--- src/rtl/bird_pkg.sv ---
// ============================================================================
//  Module  : bird_pkg
//  Brief   : Shared state type and default physics constants for the bird engine.
//  Rev     : 1.0  initial release
// ============================================================================
`default_nettype none

package bird_pkg;

    typedef enum logic [1:0] {
        IDLE = 2'd0,
        FLY  = 2'd1,
        FALL = 2'd2,
        DEAD = 2'd3
    } bird_state_t;

    localparam int DEF_N         = 10;
    localparam int DEF_BIRD_SIZE = 15;
    localparam int DEF_START_X   = 160;
    localparam int DEF_START_Y   = 240;
    localparam int DEF_SCREEN_H  = 480;
    localparam int DEF_GRAVITY   = 1;
    localparam int DEF_FLAP_IMP  = 6;
    localparam int DEF_MAX_FALL  = 8;
    localparam int DEF_VEL_W     = 6;

endpackage

`default_nettype wire

--- src/rtl/bird_physics_if.sv ---
// ============================================================================
//  Module  : bird_physics_if
//  Brief   : Control inputs and sprite/status outputs of the bird engine.
//  Rev     : 1.0  initial release
// ============================================================================
`default_nettype none

interface bird_physics_if #(
    parameter int N     = 10,
    parameter int VEL_W = 6
);
    logic                    tick;
    logic                    flap;
    logic                    start;
    logic                    hit;
    logic [N-1:0]            x0;
    logic [N-1:0]            x1;
    logic [N-1:0]            y0;
    logic [N-1:0]            y1;
    logic signed [VEL_W-1:0] vel;
    logic                    playing;
    logic                    dead;

    modport master (
        output tick, flap, start, hit,
        input  x0, x1, y0, y1, vel, playing, dead
    );

    modport slave (
        input  tick, flap, start, hit,
        output x0, x1, y0, y1, vel, playing, dead
    );
endinterface

`default_nettype wire

--- src/rtl/flap_edge_latch.sv ---
// ============================================================================
//  Module  : flap_edge_latch
//  Brief   : Flap rising-edge detector with a pending latch cleared by clr.
//  Rev     : 1.0  initial release
// ============================================================================
`default_nettype none

module flap_edge_latch (
    input  logic clk,
    input  logic reset,
    input  logic flap,
    input  logic clr,
    output logic flap_req
);
    logic flap_q, flap_d;
    logic pend_q, pend_d;
    logic flap_rise;

    // An edge arriving with clr still counts for this cycle's consumer.
    always_comb begin
        flap_rise = flap & ~flap_q;
        flap_req  = pend_q | flap_rise;
        flap_d    = flap;
        pend_d    = clr ? 1'b0 : flap_req;
    end

    always_ff @(posedge clk) begin
        if (reset) begin
            flap_q <= 1'b0;
            pend_q <= 1'b0;
        end else begin
            flap_q <= flap_d;
            pend_q <= pend_d;
        end
    end
endmodule

`default_nettype wire

--- src/rtl/bird_physics.sv ---
// ============================================================================
//  Module  : bird_physics
//  Brief   : Frame-ticked bird motion with gravity, flap impulse and game FSM.
//  Rev     : 1.0  initial release
// ============================================================================
`default_nettype none

module bird_physics
    import bird_pkg::*;
#(
    parameter int N         = DEF_N,
    parameter int BIRD_SIZE = DEF_BIRD_SIZE,
    parameter int START_X   = DEF_START_X,
    parameter int START_Y   = DEF_START_Y,
    parameter int SCREEN_H  = DEF_SCREEN_H,
    parameter int GRAVITY   = DEF_GRAVITY,
    parameter int FLAP_IMP  = DEF_FLAP_IMP,
    parameter int MAX_FALL  = DEF_MAX_FALL,
    parameter int VEL_W     = DEF_VEL_W
) (
    input  logic          clk,
    input  logic          reset,
    bird_physics_if.slave bus
);
    localparam int HALF    = BIRD_SIZE / 2;
    localparam int SPAN    = 2 * HALF;
    localparam int FLOOR_Y = SCREEN_H - 1;

    localparam logic [N-1:0]            c_x0        = N'(START_X - HALF);
    localparam logic [N-1:0]            c_x1        = N'(START_X + HALF);
    localparam logic [N-1:0]            c_y0_init   = N'(START_Y - HALF);
    localparam logic [N-1:0]            c_y1_init   = N'(START_Y - HALF + SPAN);
    localparam logic [N-1:0]            c_span      = N'(SPAN);
    localparam logic [N-1:0]            c_floor_y0  = N'(FLOOR_Y - SPAN);
    localparam logic [N-1:0]            c_floor_y1  = N'(FLOOR_Y);
    localparam logic [N+1:0]            c_span_w    = (N+2)'(SPAN);
    localparam logic [N+1:0]            c_floor_w   = (N+2)'(FLOOR_Y);
    localparam logic signed [VEL_W-1:0] c_flap_vel  = VEL_W'(-FLAP_IMP);
    localparam logic signed [VEL_W-1:0] c_max_fall  = VEL_W'(MAX_FALL);
    localparam logic signed [VEL_W:0]   c_grav_w    = (VEL_W+1)'(GRAVITY);
    localparam logic signed [VEL_W:0]   c_max_w     = (VEL_W+1)'(MAX_FALL);

    bird_state_t             state_q, state_d;
    logic [N-1:0]            y0_q, y0_d, y1_q, y1_d;
    logic signed [VEL_W-1:0] vel_q, vel_d;

    logic                    flap_req;
    logic                    reload;
    logic                    step;
    logic                    landed;
    logic signed [VEL_W:0]   vel_ext, vel_grav;
    logic signed [VEL_W-1:0] vel_fall, vel_next;
    logic [N+1:0]            ny, ny_bottom;

    flap_edge_latch u_flap (
        .clk      (clk),
        .reset    (reset),
        .flap     (bus.flap),
        .clr      (bus.tick | reload),
        .flap_req (flap_req)
    );

    // ny is two bits wider than y0 so the sign bit flags a ceiling overshoot.
    always_comb begin
        reload    = (state_q == DEAD) & bus.start;
        step      = bus.tick & (((state_q == FLY) & ~bus.hit) | (state_q == FALL));
        vel_ext   = {vel_q[VEL_W-1], vel_q};
        vel_grav  = vel_ext + c_grav_w;
        vel_fall  = (vel_grav > c_max_w) ? c_max_fall : vel_grav[VEL_W-1:0];
        vel_next  = ((state_q == FLY) & flap_req) ? c_flap_vel : vel_fall;
        ny        = {2'b00, y0_q} + {{(N+2-VEL_W){vel_q[VEL_W-1]}}, vel_q};
        ny_bottom = ny + c_span_w;
        landed    = step & ~ny[N+1] & (ny_bottom >= c_floor_w);
    end

    always_comb begin
        y0_d  = y0_q;
        y1_d  = y1_q;
        vel_d = vel_q;
        if (reload) begin
            y0_d  = c_y0_init;
            y1_d  = c_y1_init;
            vel_d = '0;
        end else if ((state_q == IDLE) & bus.start) begin
            vel_d = '0;
        end else if (step) begin
            if (ny[N+1]) begin
                y0_d  = '0;
                y1_d  = c_span;
                vel_d = '0;
            end else if (landed) begin
                y0_d  = c_floor_y0;
                y1_d  = c_floor_y1;
                vel_d = '0;
            end else begin
                y0_d  = ny[N-1:0];
                y1_d  = ny_bottom[N-1:0];
                vel_d = vel_next;
            end
        end
    end

    always_comb begin
        state_d = state_q;
        case (state_q)
            IDLE:    if (bus.start) state_d = FLY;
            FLY:     if (bus.hit) state_d = FALL;
                     else if (landed) state_d = DEAD;
            FALL:    if (landed) state_d = DEAD;
            DEAD:    if (bus.start) state_d = IDLE;
            default: state_d = IDLE;
        endcase
    end

    always_ff @(posedge clk) begin
        if (reset) begin
            state_q <= IDLE;
            y0_q    <= c_y0_init;
            y1_q    <= c_y1_init;
            vel_q   <= '0;
        end else begin
            state_q <= state_d;
            y0_q    <= y0_d;
            y1_q    <= y1_d;
            vel_q   <= vel_d;
        end
    end

    always_comb begin
        bus.playing = (state_q == FLY);
        bus.dead    = (state_q == DEAD);
        bus.x0      = c_x0;
        bus.x1      = c_x1;
        bus.y0      = y0_q;
        bus.y1      = y1_q;
        bus.vel     = vel_q;
    end
endmodule

`default_nettype wire

--- src/flat_wrapper.sv ---
// flat-port wrapper written by rule: the top's interface ports become plain ports
module bird_physics_flat import bird_pkg::*;
#(
    parameter int N         = DEF_N,
    parameter int BIRD_SIZE = DEF_BIRD_SIZE,
    parameter int START_X   = DEF_START_X,
    parameter int START_Y   = DEF_START_Y,
    parameter int SCREEN_H  = DEF_SCREEN_H,
    parameter int GRAVITY   = DEF_GRAVITY,
    parameter int FLAP_IMP  = DEF_FLAP_IMP,
    parameter int MAX_FALL  = DEF_MAX_FALL,
    parameter int VEL_W     = DEF_VEL_W
)
  (clk, reset, bus_tick, bus_flap, bus_start, bus_hit, bus_x0, bus_x1, bus_y0, bus_y1, bus_vel, bus_playing, bus_dead);
  bird_physics_if #(.N(N), .VEL_W(VEL_W)) bus_i ();
  input  logic clk;
  input  logic reset;
  input wire logic [$bits(bus_i.tick)-1:0] bus_tick;
  input wire logic [$bits(bus_i.flap)-1:0] bus_flap;
  input wire logic [$bits(bus_i.start)-1:0] bus_start;
  input wire logic [$bits(bus_i.hit)-1:0] bus_hit;
  output wire logic [$bits(bus_i.x0)-1:0] bus_x0;
  output wire logic [$bits(bus_i.x1)-1:0] bus_x1;
  output wire logic [$bits(bus_i.y0)-1:0] bus_y0;
  output wire logic [$bits(bus_i.y1)-1:0] bus_y1;
  output wire logic [$bits(bus_i.vel)-1:0] bus_vel;
  output wire logic [$bits(bus_i.playing)-1:0] bus_playing;
  output wire logic [$bits(bus_i.dead)-1:0] bus_dead;
  assign bus_i.tick = bus_tick;
  assign bus_i.flap = bus_flap;
  assign bus_i.start = bus_start;
  assign bus_i.hit = bus_hit;
  assign bus_x0 = bus_i.x0;
  assign bus_x1 = bus_i.x1;
  assign bus_y0 = bus_i.y0;
  assign bus_y1 = bus_i.y1;
  assign bus_vel = bus_i.vel;
  assign bus_playing = bus_i.playing;
  assign bus_dead = bus_i.dead;
  bird_physics #(.N(N), .BIRD_SIZE(BIRD_SIZE), .START_X(START_X), .START_Y(START_Y), .SCREEN_H(SCREEN_H), .GRAVITY(GRAVITY), .FLAP_IMP(FLAP_IMP), .MAX_FALL(MAX_FALL), .VEL_W(VEL_W)) u_core (.clk(clk), .reset(reset), .bus(bus_i));
endmodule
--- config.mk ---
export PLATFORM = sky130hd
export DESIGN_NAME = bird_physics_flat
export DESIGN_NICKNAME = d
export VERILOG_FILES = /design/src/rtl/bird_pkg.sv /design/src/rtl/bird_physics_if.sv /design/src/rtl/flap_edge_latch.sv /design/src/rtl/bird_physics.sv /design/src/flat_wrapper.sv
export SDC_FILE = /design/constraint.sdc
export NUM_CORES = 1
export LEC_CHECK = 0
export CAP_MARGIN = 20
export CORE_MARGIN = 4
export CORE_UTILIZATION = 46
export DETAILED_ROUTE_END_ITERATION = 6
export GPL_TIMING_DRIVEN = 0
export HOLD_SLACK_MARGIN = 0.05
export PLACE_DENSITY_LB_ADDON = 0.08
export SKIP_CTS_REPAIR_TIMING = 1
export SLEW_MARGIN = 10
export SYNTH_ARGS = -nofsm -noshare
export SYNTH_HDL_FRONTEND = slang
export SYNTH_SLANG_ARGS = --single-unit
--- constraint.sdc ---
create_clock -name clk -period 3.5 [get_ports clk]
set_input_delay 0.7 -clock clk [delete_from_list [all_inputs] [get_ports clk]]
set_output_delay 0.7 -clock clk [all_outputs]
set_load 0.1 [all_outputs]
Word-level counts from Yosys, hierarchy flattened. Cells that the tools add are included.

Muxes and demuxes: 13. Reductions and logical operators: 6. Add/subtract/negate cells: 3. Eq/ne operators: 5. Magnitude comparators: 2. Bitwise gates (word level): 15.

Operator list (count): 10-bit two-way mux (4); 6-bit two-way mux (4); 11-bit by 6-bit adder with 12-bit output (1); 12-bit by 4-bit adder with 12-bit output (second input constant) (1); 12-bit by 9-bit greater-or-equal comparator with 1-bit output (second input constant) (1); 1-bit AND (8); 2-bit two-way mux (4); 2-bit case mux with 4 select lines (1); 6-bit by 2-bit adder with 7-bit output (second input constant) (1); 7-bit by 5-bit > comparator with 1-bit output (second input constant) (1); 2-bit == test (second input constant) (2); 2-bit inequality test (second input constant) (2); 1-bit inverter (4); 2-bit AND reduction (2); 2-bit OR reduction (2); 1-bit OR (3); 3-bit OR reduction (1); 2-bit by 1-bit == test with 1-bit output (second input constant) (1); 2-bit zero test (1).

Bits of input ports: 6. Register bits after elaboration: 30. Output and inout bits: 48. Logic and storage cells: 50.

Depth between registers and ports, before layout.
Depth in word-level cells: 9. Depth in mapped cells: 14. Mapped depth without buffers: 13.

Hierarchy. A second synthesis with hierarchy kept.

Cell total of the unflattened synthesis: 312. Area total of the unflattened synthesis: 2548.7 µm².

By module, submodules not included: bird_physics (area each 2471.1 µm², cells an instance 305, seq. area each 540.5 µm², instances 1); flap_edge_latch (area each 77.6 µm², cells an instance 7, seq. area each 40.0 µm², instances 1).

Worst setup path after synthesis. Ideal clock, no wire load.

Path kind: register -> register. Start point: register u_core.vel_q[0] (netlist: u_core.bus.vel[0]). End point: register u_core.y1_q[5] (netlist: u_core.bus.y1[5]). Cell stages (with the launch flop): 14. Library setup time: 122 ps. Clock period less this slack: 4046 ps. Path buffers: 1. Slack: -546 ps. Required time: 3378 ps. Arrival: 3925 ps. Cells stage by stage: dfxtp_1 > ha_1 > inv_1 > fa_1 > nand2b_1 > a21o_1 > a211o_1 > o311a_1 > nor4_2 > mux2_4 > o211a_1 > and2_4 > buf_6 > a221o_1.

Word-level cells in the longest chain between the ends: 6. Elaborated cells between the ends (all ways): 8. Classes of those cells: 2 x add/sub; 1 x order compare; 2 x mux; 3 x bitwise.

Ends and longest elaborated chain: from (decl) (RTL line bird_physics.sv:45) `logic signed [VEL_W-1:0] vel_q, vel_d;`; from (signal assigned) (RTL line bird_physics.sv:125) `vel_q <= vel_d;`; 11-bit by 6-bit adder with 12-bit output (*) (RTL line bird_physics.sv:71) `ny = {2'b00, y0_q} + {{(N+2-VEL_W){vel_q[VEL_W-1]}}, vel_q};`; 12-bit by 4-bit adder with 12-bit output / 1-bit inverter (equally long branches) (RTL line bird_physics.sv:72, bird_physics.sv:73); 12-bit by 9-bit greater-or-equal comparator with 1-bit output / 1-bit AND (equally long branches) (RTL line bird_physics.sv:73) `landed = step & ~ny[N+1] & (ny_bottom >= c_floor_w);`; 1-bit AND (RTL line bird_physics.sv:73); 10-bit two-way mux (RTL line bird_physics.sv:91) `end else if (landed) begin`; 10-bit two-way mux (*) (RTL line bird_physics.sv:87) `if (ny[N+1]) begin`; to (signal assigned) (RTL line bird_physics.sv:119) `y1_q <= c_y1_init;`; to (signal assigned) (RTL line bird_physics.sv:124) `y1_q <= y1_d;`; to (decl) (RTL line bird_physics.sv:44) `logic [N-1:0] y0_q, y0_d, y1_q, y1_d;`.

Mark *: on every way between the ends. The rest lies on a longest branch, timed or not. A chain may end at the register's enable or synchronous reset.

Worst setup path in the final report.
Start point: register u_core.vel_q[0] (netlist: u_core.bus.vel[0]). End point: register u_core.y0_q[5] (netlist: u_core.bus.y0[5]).

Word-level cells in the longest chain between the ends: 6. Elaborated cells between the ends (all ways): 8. Classes of those cells: 2 x add/sub; 1 x order compare; 2 x mux; 3 x bitwise.

Ends and longest elaborated chain: 11-bit by 6-bit adder with 12-bit output (*) (RTL line bird_physics.sv:71); 12-bit by 4-bit adder with 12-bit output / 1-bit inverter (equally long branches) (RTL line bird_physics.sv:72, bird_physics.sv:73); 12-bit by 9-bit greater-or-equal comparator with 1-bit output / 1-bit AND (equally long branches) (RTL line bird_physics.sv:73); 1-bit AND (RTL line bird_physics.sv:73); 10-bit two-way mux (RTL line bird_physics.sv:91); 10-bit two-way mux (*) (RTL line bird_physics.sv:87); to (signal assigned) (RTL line bird_physics.sv:118) `y0_q <= c_y0_init;`; to (signal assigned) (RTL line bird_physics.sv:123) `y0_q <= y0_d;`; to (decl) (RTL line bird_physics.sv:44).

Marked as above.

==> impl_metrics.env <==
export IMPL_outcome="finished, final reports clean"
export IMPL_core_um2=5107
export IMPL_clock_skew_ns=0.005690
export IMPL_gp_congestion=0.8978
export IMPL_hold_path_class="flop to flop"
export IMPL_clockPowerShare=0.278
export IMPL_avgSynthCellArea_um2=8.093
export IMPL_clock_path_buffers=2
export IMPL_grt_max_degree=12
export IMPL_grt_pass1_vias=2243
export IMPL_cp_arrival_ns=3.53
export IMPL_vias=2370
export IMPL_synth_enable_flop_cells=0
export IMPL_grt_total_usage=0.2056
export IMPL_die_w_um=80.77
export IMPL_finalSetupTns_ns=0
export IMPL_netlist_area_leader_share=0.2383
export IMPL_fin_crit_sh=0.9595
export IMPL_ys_top_cells_by_area="dfxtp_1 24%, buf_4 7.1%, ha_1 6.7%"
export IMPL_clkLatencyLatePin_ns=0.28
export IMPL_clkSinkCount=29
export IMPL_critical_path_buf_inv_count=2
export IMPL_path_max_fanout=7
export IMPL_ys_flop_type="dfxtp_1"
export IMPL_drv_cap=0
export IMPL_tritoncts="yes"
export IMPL_totalWireLength_mm=6.491
export IMPL_cts_clk_slew_worst_paths_ns=0.07
export IMPL_vias_per_cell=5.436
export IMPL_cp_end_kind="flop"
export IMPL_multi_input_area_um2=1685
export IMPL_avgRoutedWirePerCell_um=14.89
export IMPL_period_needed_ns=3.358
export IMPL_placed_cells=422
export IMPL_grt_ovfl_total=0
export IMPL_synth_cells=301
export IMPL_slowest_delay_ns=0.39
export IMPL_fillers=470
export IMPL_async_flop_share=0
export IMPL_rows=26
export IMPL_syn_to_final_growth_pct=28.30
export IMPL_cts_buffers=5
export IMPL_drtIter0Drc=125
export IMPL_detailed_place_hpwl_mm=4.833
export IMPL_ys_ff_latch=29
export IMPL_worst_slew_pin_slew_ns=0.9710
export IMPL_yosysSeqAreaShare=0.2383
export IMPL_start_util=0.4770
export IMPL_crit_slowest_cell="dfxtp_4"
export IMPL_finalHoldViolCount=0
export IMPL_syn_cell_area_um2=2436
export IMPL_drtPass1Iterations=4
export IMPL_drive_gt1_frac=0.2295
export IMPL_ff_latch_area_um2=606.8
export IMPL_antenna_found_initial=0
export IMPL_ir_drop_mv=0.2689
export IMPL_cts_root_buf="clkbuf_8"
export IMPL_start_kind="flop"
export IMPL_final_nets=385
export IMPL_slew_headroom=0.3506
export IMPL_die_h_um=80.77
export IMPL_fin_area_um2=3126
export IMPL_placed_cell_area_um2=2948
export IMPL_worstPathRequired_ns=3.67
export IMPL_synthDistinctLibCells=66
export IMPL_synth_top_area_cell="dfxtp_1"
export IMPL_setup_violations=0
export IMPL_ant_nets=0
export IMPL_grt_pass1_wl_mm=10.57
export IMPL_p_sw_w=0.0004195
export IMPL_critical_path_top_delay_family="compound AO/OA/AOI/OAI gates"
export IMPL_p_leak_nw=1.281
export IMPL_drc=0
export IMPL_yosys_warnings=0
export IMPL_p_seq_frac=0.356
export IMPL_die_area_um2=6524
export IMPL_antenna_cells=0
export IMPL_p_per_area_nw_per_um2=316.8
export IMPL_p_sw_frac=0.4238
export IMPL_fin_cells=436
export IMPL_fmaxAchievable_mhz=297.8
export IMPL_ioPinCount=54
export IMPL_p_int_w=0.0005705
export IMPL_slew_viol_final=0
export IMPL_port_buffers=33
export IMPL_critPathKind="flop to flop"
export IMPL_final_util=0.6120
export IMPL_htreeDepth=2
export IMPL_pwr_share_comb=0.367
export IMPL_path_cells="ha_1 > inv_1 > fa_2 > nand2b_4 > a21oi_4 > xor2_2 > o211ai_1 > nor4_4 > mux2_4 > o211a_1 > and2_4 > buf_6 > a221o_1"
## registers in the layout (all words and copies together) (netlist names)
| register | count |
|---|---|
| u_core.bus.y1 | 10 |
| u_core.bus.y0 | 9 |
| u_core.u_flap.flap_q | 1 |
| u_core.bus.vel | 6 |
| u_core.u_flap.pend_q | 1 |
| u_core.state_q | 2 |
## synthesized netlist by cell type (3+ instances only)
cell type / n
nand2_1: 19
o31ai_1: 3
nand2b_1: 7
a32oi_1: 3
a221o_1: 9
o21ai_0: 10
clkbuf_1: 8
a22o_1: 3
inv_1: 13
o21ai_1: 4
xor2_1: 4
nor4_1: 3
nor2_1: 24
xor2_2: 3
buf_4: 23
xnor2_1: 11
o22ai_1: 4
a21oi_1: 26
a32o_1: 3
nand3_1: 14
a21o_1: 4
ha_1: 13
nand3b_1: 4
dfxtp_1: 29
nor3_1: 4
## cell usage in the layout (no fill, tap or decap), types with 12 or more instances in the layout
cell             count
nand2_1             19
a21oi_1             25
nor2_1              24
ha_1                12
nand3_1             14
dfxtp_2             12
clkdlybuf4s50_1     33
buf_4               29
conb_1              20
inv_1               13
dfxtp_1             14
## power by group through the flow
stage | sequential, W | combinational (W) | clock, W
6_report | 0.000352 | 0.000363 | 0.000275
5_1_grt | 0.000354 | 0.000381 | 0.000295
4_1_cts | 0.000352 | 0.000355 | 0.000278
3_5_place_dp | 0.000360 | 0.000354 | 0
3_3_place_gp | 0.000359 | 0.000353 | 0
2_1_floorplan | 0.000423 | 0.000232 | 0
## final timing paths
| kind | startpoint | end | slack, ns | cells after the start |
|---|---|---|---|---|
| worst max-delay path | u_core.bus.vel[0] | u_core.bus.y0[5] | 0.14 | 13 |
| worst min register to register | u_core.bus.y1[9] | u_core.bus.y1[9] | 0.49 | 1 |
| worst max register to register | u_core.bus.vel[0] | u_core.bus.y0[5] | 0.14 | 13 |
| worst min-delay path | u_core.bus.y1[9] | u_core.bus.y1[9] | 0.49 | 1 |
## final cells by class
class                           instances  area share
Buffer                                 36     0.07646
Clock buffer                            6     0.02322
Clock inverter                          2    0.003203
Inverter                               13     0.01561
Multi-Input combinational cell        241      0.5392
Sequential cell                        29      0.1942
Tap cell                               70     0.02802
Timing Repair Buffer                   39      0.1201
## worst register-to-register path: stages, from the launching register on
cell      delay (ns)
dfxtp_4         0.39
ha_1            0.19
inv_1           0.06
fa_2            0.37
nand2b_4        0.18
a21oi_4         0.20
xor2_2          0.26
o211ai_1        0.21
nor4_4          0.30
mux2_4          0.34
o211a_1         0.16
and2_4          0.17
buf_6           0.13
a221o_1         0.28
## metrics by stage
step                      setup slack (ns)  power (W)  hold slack, ns
after detailed placement          -0.02660  0.0007132          0.4706
after floorplan                   0.005631  0.0006544          0.4730
after CTS                         -0.07480  0.0009847          0.4882
after global routing              -0.03983   0.001029          0.5067
after global placement            -0.04350  0.0007116          0.4727
final                               0.1417  0.0009900          0.4886
## cell families (layout without fill, tap and decap cells)
family / count (synthesis) / in the layout / synth area share
adders and majority gates: 14 / 14 / 0.07499
buffers and inverters: 49 / 96 / 0.1181
DFF: 29 / 29 / 0.2383
muxes: 2 / 2 / 0.01027
and+or+nand+nor: 91 / 91 / 0.1926
xor gates and xnor gates: 18 / 18 / 0.07396
AOI/OAI and AO/OA: 96 / 96 / 0.2887
other: 2 / 20 / 0.003083
## per-layer routing
layer,vias to the layer above,part of all wire,track usage,routed length [um]
met3,11,0.048,0.03659,314
met2,66,0.49,0.3560,3159
met4,0,0.015,0.06926,97
met5,-,0,0,0
met1,1110,0.45,0.2573,2920
li1,1183,-,-,-
(Power assumes the default switching activity.)
==> RTL edit, RTL diff (same settings) <==
The 4 states of `bird_state_t` get a one-hot encoding in 4 bits.
--- a/src/rtl/bird_pkg.sv
+++ b/src/rtl/bird_pkg.sv
@@ -7,11 +7,11 @@
 
 package bird_pkg;
 
-    typedef enum logic [1:0] {
-        IDLE = 2'd0,
-        FLY  = 2'd1,
-        FALL = 2'd2,
-        DEAD = 2'd3
+    typedef enum logic [3:0] {
+        IDLE = 4'b0001,
+        FLY  = 4'b0010,
+        FALL = 4'b0100,
+        DEAD = 4'b1000
     } bird_state_t;
 
     localparam int DEF_N         = 10;
Formal check against the unedited RTL: no difference found for any inputs over 4 cycles, from zero or initial values and one cycle with reset high; so few cycles prove little.
==> RTL edit against the unedited design <==
- synthesized cell count increased by 7.3%
- largest power group is now registers
- highest routed layer unchanged
- critical path type unchanged
- sequential cell count grew 2
- total power fell by 13%
- clock skew shrank 0.0015 ns
- combinational power shrank 40%
- die area up 11%
- worst setup slack improved by 0.060 ns
- area after synthesis up 12%
- via count rose by 12%
- final area is 9.2% higher
- routed wire length up 17%
==> RTL edit: results (changes against the unedited design) <==
- The largest net degree at the start of global routing is 13 (was 12).
- The unique cell type count in the Yosys netlist was 78 (was 66).
- The total wire length after detailed routing is 7.57 mm (was 6.49 mm).
- The portion of the post-synthesis area used by sequential elements came to 22.8% (was 23.8%).
- The total power density per cell area is 252 nW/um^2 (was 317 nW/um^2).
- The number of violations reported at the end of detailed-routing iteration 0 was 231 (was 125).
- The number of multi-input combinational cells in the layout came to 260 (was 241).
- The total cell area at the placement stage was 3220 um^2 (was 2950 um^2).
- The area taken by flip-flops and latches is 638 um^2 (was 607 um^2).
- The end of the critical path is u_core.bus.vel[3] (was u_core.bus.y0[5]).
- Outcome: finished, final reports clean (unchanged).
- The wire length of the first global-routing pass is 12.3 mm (was 10.6 mm).
- The origin of the worst min-delay path is u_core.bus.y1[1] (was u_core.bus.y1[9]).
- The maximum ir drop on the vdd rail is 0.000243 V (was 0.000269 V).
- The number of filler instances in the final layout was 532 (was 470).
- The transition at the pin with the smallest max-transition slack is 0.986 ns (was 0.971 ns).
- The number of placement rows is 27 (was 26).
- The portion of total power attributed to combinational logic came to 25.5% (was 36.7%).
- The net count of the finished layout came to 404 (was 385).
- The total number of vias is 2,649 (was 2,370).
- The proportion of synthesized area in mux cells is 0.368% (was 1.03%).
- The final clock period utilization by the worst path is 94.2% (was 96.0%).
- The part of the power in registers is 42.2% (was 35.6%).
- The number of signal-net inverters in the final layout was 15 (was 13).
- The worst hold slack across all endpoints is 0.481 ns (was 0.489 ns).
- The worst setup timing slack at the placement stage is -0.0610 ns (was -0.0266 ns).
- The number of global-route vias before repair is 2,438 (was 2,243).
- The largest fanout on the critical path is 10 (was 7).
- The number of buffers inserted by port buffering is 32 (was 33).
- The aggregate global-route resource usage came to 20.7% (was 20.6%).
- The synthesis-stage register bit count came to 31 (was 29).
- The count of placed standard cells including taps came to 445 (was 422).
- The share of post-route cells with drive strength above 1 is 24.9% (was 23.0%).
- The cell count after synthesis was 323 (was 301).
- The reported leakage power is 1.39 nW (was 1.28 nW).
- The endpoint arrival time on the critical path was 3.48 ns (was 3.53 ns).
- The fraction of the mapped netlist area in compound gates is 33.1% (was 28.9%).
- Top cells by area in the synthesized netlist: sky130_fd_sc_hd__dfxtp_1 23%, sky130_fd_sc_hd__buf_4 6.3%, sky130_fd_sc_hd__ha_1 6.0%, sky130_fd_sc_hd__a21oi_1 4.2%, sky130_fd_sc_hd__nand2_1 3.0% (was sky130_fd_sc_hd__dfxtp_1 24%, sky130_fd_sc_hd__buf_4 7.1%, sky130_fd_sc_hd__ha_1 6.7%, sky130_fd_sc_hd__a21oi_1 5.3%, sky130_fd_sc_hd__xnor2_1 4.0%).
- The fraction of standard cell area that is sequential is 18.7% (was 19.4%).
- The post-DP HPWL is 5.65 mm (was 4.83 mm).
- The cell count of the worst reg-to-reg path is 12 (was 13).
[RTL edit: per-layer routing]
layer | routed length (um) | GRT usage, % | share of wire (%)
met3 | 401 | 3.40 | 5.3
met1 | 3640 | 29.7 | 48
met5 | 0 | 0 | 0
met4 | 48 | 4.03 | 0.63
met2 | 3470 | 32.9 | 46
[RTL edit: critical path: stages, from the launching register on]
cell and delay [ns]:
sky130_fd_sc_hd__dfxtp_4 0.42, sky130_fd_sc_hd__ha_4 0.17, sky130_fd_sc_hd__inv_1 0.05, sky130_fd_sc_hd__fa_2 0.37, sky130_fd_sc_hd__nand2b_4 0.19, sky130_fd_sc_hd__a2111oi_4 0.44
sky130_fd_sc_hd__a311oi_4 0.11, sky130_fd_sc_hd__nor4b_4 0.35, sky130_fd_sc_hd__and4_4 0.29, sky130_fd_sc_hd__o211a_4 0.18, sky130_fd_sc_hd__nand4_2 0.13, sky130_fd_sc_hd__buf_6 0.21
sky130_fd_sc_hd__o32ai_1 0.27
